**src/rtl/mux_bus_arbiter.sv**
```systemverilog
// Two-requester valid/ready arbiter steering a WIDTH-bit 2:1 word mux into a
// one-entry registered output stage. Round-robin or fixed-priority grant.
//
// state | meaning
// ------+---------------------------------------------------------------
// EMPTY | output register holds no word (out_valid=0)
// FULL  | output register holds a word awaiting out_ready (out_valid=1)
module mux_bus_arbiter #(
    parameter int WIDTH       = 32,
    parameter bit ROUND_ROBIN = 1'b1
) (
    input  logic             clk,
    input  logic             rst,
    input  logic             in0_valid,
    input  logic [WIDTH-1:0] in0_data,
    output logic             in0_ready,
    input  logic             in1_valid,
    input  logic [WIDTH-1:0] in1_data,
    output logic             in1_ready,
    output logic             select,
    output logic             out_valid,
    output logic [WIDTH-1:0] out_data,
    output logic             out_src,
    input  logic             out_ready
);

    typedef enum logic {
        EMPTY = 1'b0,
        FULL  = 1'b1
    } state_t;

    state_t           state;
    logic             last;
    logic             sel_q;
    logic             load;
    logic             any_req;
    logic             take;
    logic             grant;
    logic [WIDTH-1:0] mux_word;

    // Without a capture the select line parks on its previous value so the
    // mux never toggles while idle or stalled.
    always_comb begin
        load    = (state == EMPTY) | out_ready;
        any_req = in0_valid | in1_valid;
        take    = load & ~rst & any_req;
        grant   = sel_q;
        if (take) begin
            if (in0_valid && in1_valid) begin
                grant = ROUND_ROBIN ? ~last : 1'b0;
            end else begin
                grant = in1_valid;
            end
        end
    end

    assign select    = grant;
    assign in0_ready = take & in0_valid & ~grant;
    assign in1_ready = take & in1_valid & grant;
    assign mux_word  = grant ? in1_data : in0_data;
    assign out_valid = (state == FULL);

    always_ff @(posedge clk) begin
        if (rst) begin
            state    <= EMPTY;
            out_data <= '0;
            out_src  <= 1'b0;
            last     <= 1'b1;
            sel_q    <= 1'b0;
        end else begin
            sel_q <= grant;
            if (take) begin
                state    <= FULL;
                out_data <= mux_word;
                out_src  <= grant;
                last     <= grant;
            end else if (load) begin
                state <= EMPTY;
            end
        end
    end

endmodule
```
**config.mk**
```make
export PLATFORM = sky130hd
export DESIGN_NAME = mux_bus_arbiter
export DESIGN_NICKNAME = d
export VERILOG_FILES = /design/src/rtl/mux_bus_arbiter.sv
export SDC_FILE = /design/constraint.sdc
export NUM_CORES = 1
export LEC_CHECK = 0
export ABC_AREA = 0
export CAP_MARGIN = 20
export CORE_ASPECT_RATIO = 1.25
export CORE_MARGIN = 3
export CORE_UTILIZATION = 36
export CTS_BUF_LIST = sky130_fd_sc_hd__clkbuf_4
export CTS_CLUSTER_DIAMETER = 100
export CTS_CLUSTER_SIZE = 25
export DETAILED_ROUTE_END_ITERATION = 10
export PLACE_DENSITY_LB_ADDON = 0.1
export SLEW_MARGIN = 20
export SYNTH_ARGS = -nofsm -noshare
export SYNTH_HDL_FRONTEND = slang
export SYNTH_SLANG_ARGS = --single-unit
export TNS_END_PERCENT = 20
```
**constraint.sdc**
```tcl
create_clock -name clk -period 1.5 [get_ports clk]
set_input_delay 0.3 -clock clk [delete_from_list [all_inputs] [get_ports clk]]
set_output_delay 0.3 -clock clk [all_outputs]
set_load 0.02 [all_outputs]
```
## Yosys cells after proc, flatten, opt, wreduce, memory -nomap -nowiden

Cells that the tools add are included.

| word-level totals | value |
|---|---|
| register bits after elaboration | 36 |
| bits of input ports | 69 |

| operators by class | value |
|---|---|
| mux-type cells | 5 |
| bitwise operators | 12 |
| reductions and logical operators | 2 |

Operators by type and width:

| kind | count |
|---|---|
| 32-bit 2-to-1 mux | 1 |
| 1-bit bitwise AND | 6 |
| 1-bit 2-to-1 mux | 4 |
| 1-bit NOT | 4 |
| 1-bit OR | 2 |
| 2-bit nonzero test | 1 |
| 1-bit logical AND | 1 |

## Longest topological paths before layout

| logic depth | value |
|---|---|
| depth in word-level cells | 7 |
| depth in mapped cells | 5 |
| gate-level depth less buffers | 3 |

## Worst setup path before layout

No wires, ideal clock.

| timing path | value |
|---|---|
| path kind | register to output |
| from | register state (netlist: out_valid) |
| to | output select |
| data arrival time | 1.261 ns |
| required time | 1.200 ns |
| slack | -0.061 ns |
| stages on the path, launching flop included | 5 |
| buffers on the path | 1 |
| cell sequence | dfxtp_1 -> nor2b_4 -> or3_1 -> buf_6 -> a22o_1 |

| on the way | value |
|---|---|
| cells in the longest elaborated chain, start to end | 5 |

Ends and longest elaborated chain:

| item | RTL line | source |
|---|---|---|
| from (decl) | 32 | `state_t state;` |
| from (signal assigned) | 65 | `state <= EMPTY;` |
| from (signal assigned) | 73 | `state <= FULL;` |
| from (signal assigned) | 78 | `state <= EMPTY;` |
| 1-bit NOT | 44 | `load = (state == EMPTY) \| out_ready;` |
| 1-bit OR | 44 |  |
| 1-bit bitwise AND (2 in series) | 46 | `take = load & ~rst & any_req;` |
| 1-bit 2-to-1 mux | 48 | `if (take) begin` |
| to (decl) | 20 | `output logic select,` |

Every way passes these cells.

## Final worst setup path

Ends and elaborated chain as after synthesis.

==> impl_metrics.json <==
{
  "synth-seq-cells": 36,
  "setup_violations": 3,
  "critPathLaunchType": "register",
  "cts_max_path_buffers": 2,
  "cts_root_buf": "clkbuf_4",
  "post-dp-hpwl_mm": 3.64,
  "p_per_area_nw_per_um2": 874,
  "top_layer": "met4",
  "areaGrowthSynthToFinish_pct": 77.6,
  "fin_crit_ns": 1.75,
  "nets": 314,
  "reg2reg_depth": 4,
  "die_w_um": 65.0,
  "grt_first_pass_wirelength_mm": 7.53,
  "yosysUniqueCellTypes": 21,
  "drt-met1-wl_mm": 1.69,
  "grt_max_degree": 33,
  "finalHoldViolations": 0,
  "firstDrtPassIters": 2,
  "routed_wl_mm": 4.60,
  "fin_ws_ns": -0.247,
  "routedWlPerCell_um": 15.2,
  "num_vias": 1475,
  "fin_hold_ws_ns": 0.439,
  "drive_gt1_share_pct": 14.6,
  "clk_pin_slew_ns": 0.10,
  "synth_nets": 201,
  "clk_latency_ns": 0.33,
  "cts_tree": "built",
  "viasPerCell": 4.88,
  "peakVddDrop_mv": 0.617,
  "io_buffers": 105,
  "clkSinkCount": 36,
  "ys_seq_area_share_pct": 46.0,
  "n_antenna_cell": 0,
  "grt_pass1_vias": 1588,
  "max_slew_margin_pct": 76.6,
  "grt_antenna_before_repair": 0,
  "post_cts_buffers": 0,
  "tightest_slew_ns": 0.351,
  "ant_nets": 0,
  "design_area_um2": 2780,
  "dieArea_um2": 5190,
  "dp.cells": 294,
  "grt.total_usage_pct": 18.6,
  "syn_area_um2": 1570,
  "drt_iter0_drc": 34,
  "required_ns": 1.20,
  "fillers": 382,
  "rows": 26,
  "skew_ns": 0.00438,
  "dpl_cell_area_um2": 2730,
  "cts-buffers-inserted": 5,
  "start_util_pct": 37.9,
  "wl_met3_um": 403,
  "wl_met2_mm": 2.48,
  "cp-end-kind": "output port",
  "drv_cap": 0,
  "drc": 0,
  "overflow": 0,
  "finalCritPeriodShare_pct": 116,
  "fin_util_pct": 67.4,
  "failed_checks": "setup timing",
  "power.leakage_nw": 1.20,
  "whs_path_depth": 3,
  "ys_warn_count": 0,
  "cp.arrival_ns": 1.45,
  "clock.fmax_mhz": 572,
  "gp_congestion": 0.883,
  "io_pins": 106,
  "die_y_um": 79.8,
  "critPathMaxFanout": 2,
  "outcome": "finished, violations left",
  "avgSynthCellArea_um2": 11.9,
  "hp-class": "in -> reg",
  "cts_max_level": 2,
  "rsz0062_at_grt": "true",
  "slew_viol_final": 0,
  "coreArea_um2": 4130,
  "syn_inst": 132,
  "worstSetupPathType": "reg -> out",
  "final_cell_count_no_fill": 302
}
==> synthesized netlist by cell type <==
cell        n  share of area, %
a211o_1     1              0.56
mux2i_1    32                20
or3_1       1              0.40
buf_6       5               3.6
buf_4       4               1.9
o2bb2ai_1  29                16
a22o_1      1              0.56
o2bb2ai_2   3               2.9
a21boi_1    1              0.48
and3_1      1              0.40
nand2_1     2              0.48
dfxtp_1    36                46
and2_1      1              0.40
nor2_1      3              0.72
buf_2       1              0.32
nor2b_4     1              0.88
a21oi_1     3              0.96
nand2b_1    2              0.80
buf_1       2              0.48
o21ba_2     1              0.64
o31ai_1     2              0.96
==> worst max-delay path: stages, from the launching register on <==
cell and delay [ns]:
dfxtp_2 0.33, nor2b_4 0.12, or3_4 0.33, a22o_4 0.22, buf_6 0.12
==> cells by family (layout without fill, tap and decap cells) <==
kind of cell | Yosys count | count (layout) | share of synthesized area (%)
muxes | 32 | 32 | 20.4
buffers and inverters | 12 | 126 | 6.30
DFF | 36 | 36 | 46.0
AOI/OAI and AO/OA | 41 | 41 | 23.2
and+or+nand+nor | 11 | 11 | 4.07
==> layer usage <==
metal	GRT usage, %	up-vias
met5	0	-
met4	5.39	0
met3	7.61	4
met2	33.4	63
met1	19.7	680
li1	-	728
==> placed cells by master, fill, tap and decap left out, types with 2 or more instances in the layout <==
cell type,n
a21oi_1,3
buf_12,2
buf_4,12
buf_6,2
clkbuf_4,6
clkdlybuf4s50_1,64
dfxtp_1,35
dlygate4sd2_1,38
mux2i_1,32
nand2_1,2
nand2b_1,2
o2bb2ai_1,29
o2bb2ai_2,3
o31ai_1,2
==> flip-flops by register name, indices dropped and copies added, names as in the netlist <==
name,flops
sel_q,1
last,1
out_valid,1
out_data,32
out_src,1
==> final cells by class <==
| cell class | instances | area [µm²] | area share, % |
|---|---|---|---|
| Timing Repair Buffer | 118 | 1130 | 40.4 |
| Multi-Input combinational cell | 84 | 786 | 28.2 |
| Sequential cell | 36 | 722 | 25.9 |
| Tap cell | 56 | 70.1 | 2.52 |
| Clock buffer | 6 | 45.0 | 1.62 |
| Clock inverter | 2 | 35.0 | 1.26 |
==> worst paths after layout <==
| check | to | slack (ns) | from |
|---|---|---|---|
| worst max-delay path | select | -0.25 | out_valid |
| worst min-delay path | out_valid | 0.44 | rst |
| worst max register to register | out_data[17] | 0.13 | last |
| worst min register to register | out_data[2] | 0.47 | out_data[2] |
==> power breakdown <==
| part | internal [mW] | switching (mW) |
|---|---|---|
| sequential | 1.04 | 0.0445 |
| clock | 0.367 | 0.304 |
| combinational | 0.370 | 0.306 |
==> timing repair <==
action / in CTS / in global routing
setup endpoints to repair: 56 / 3
hold endpoints to repair: 0 / 0
pin swaps: 1 / 0
hold buffers: 0 / 0
resized for setup: 59 / 1
==> per-stage QoR <==
step           total power, mW  setup slack, ns  setup TNS (ns)
2_1_floorplan             1.43          -0.0102         -0.0102
3_3_place_gp              1.82           -0.793          -13.28
3_5_place_dp              1.84           -0.836          -15.29
4_1_cts                   2.47           -0.265          -0.528
5_1_grt                   2.56           -0.310          -0.693
6_report                  2.43           -0.247          -0.486
(Power assumes the default switching activity.)
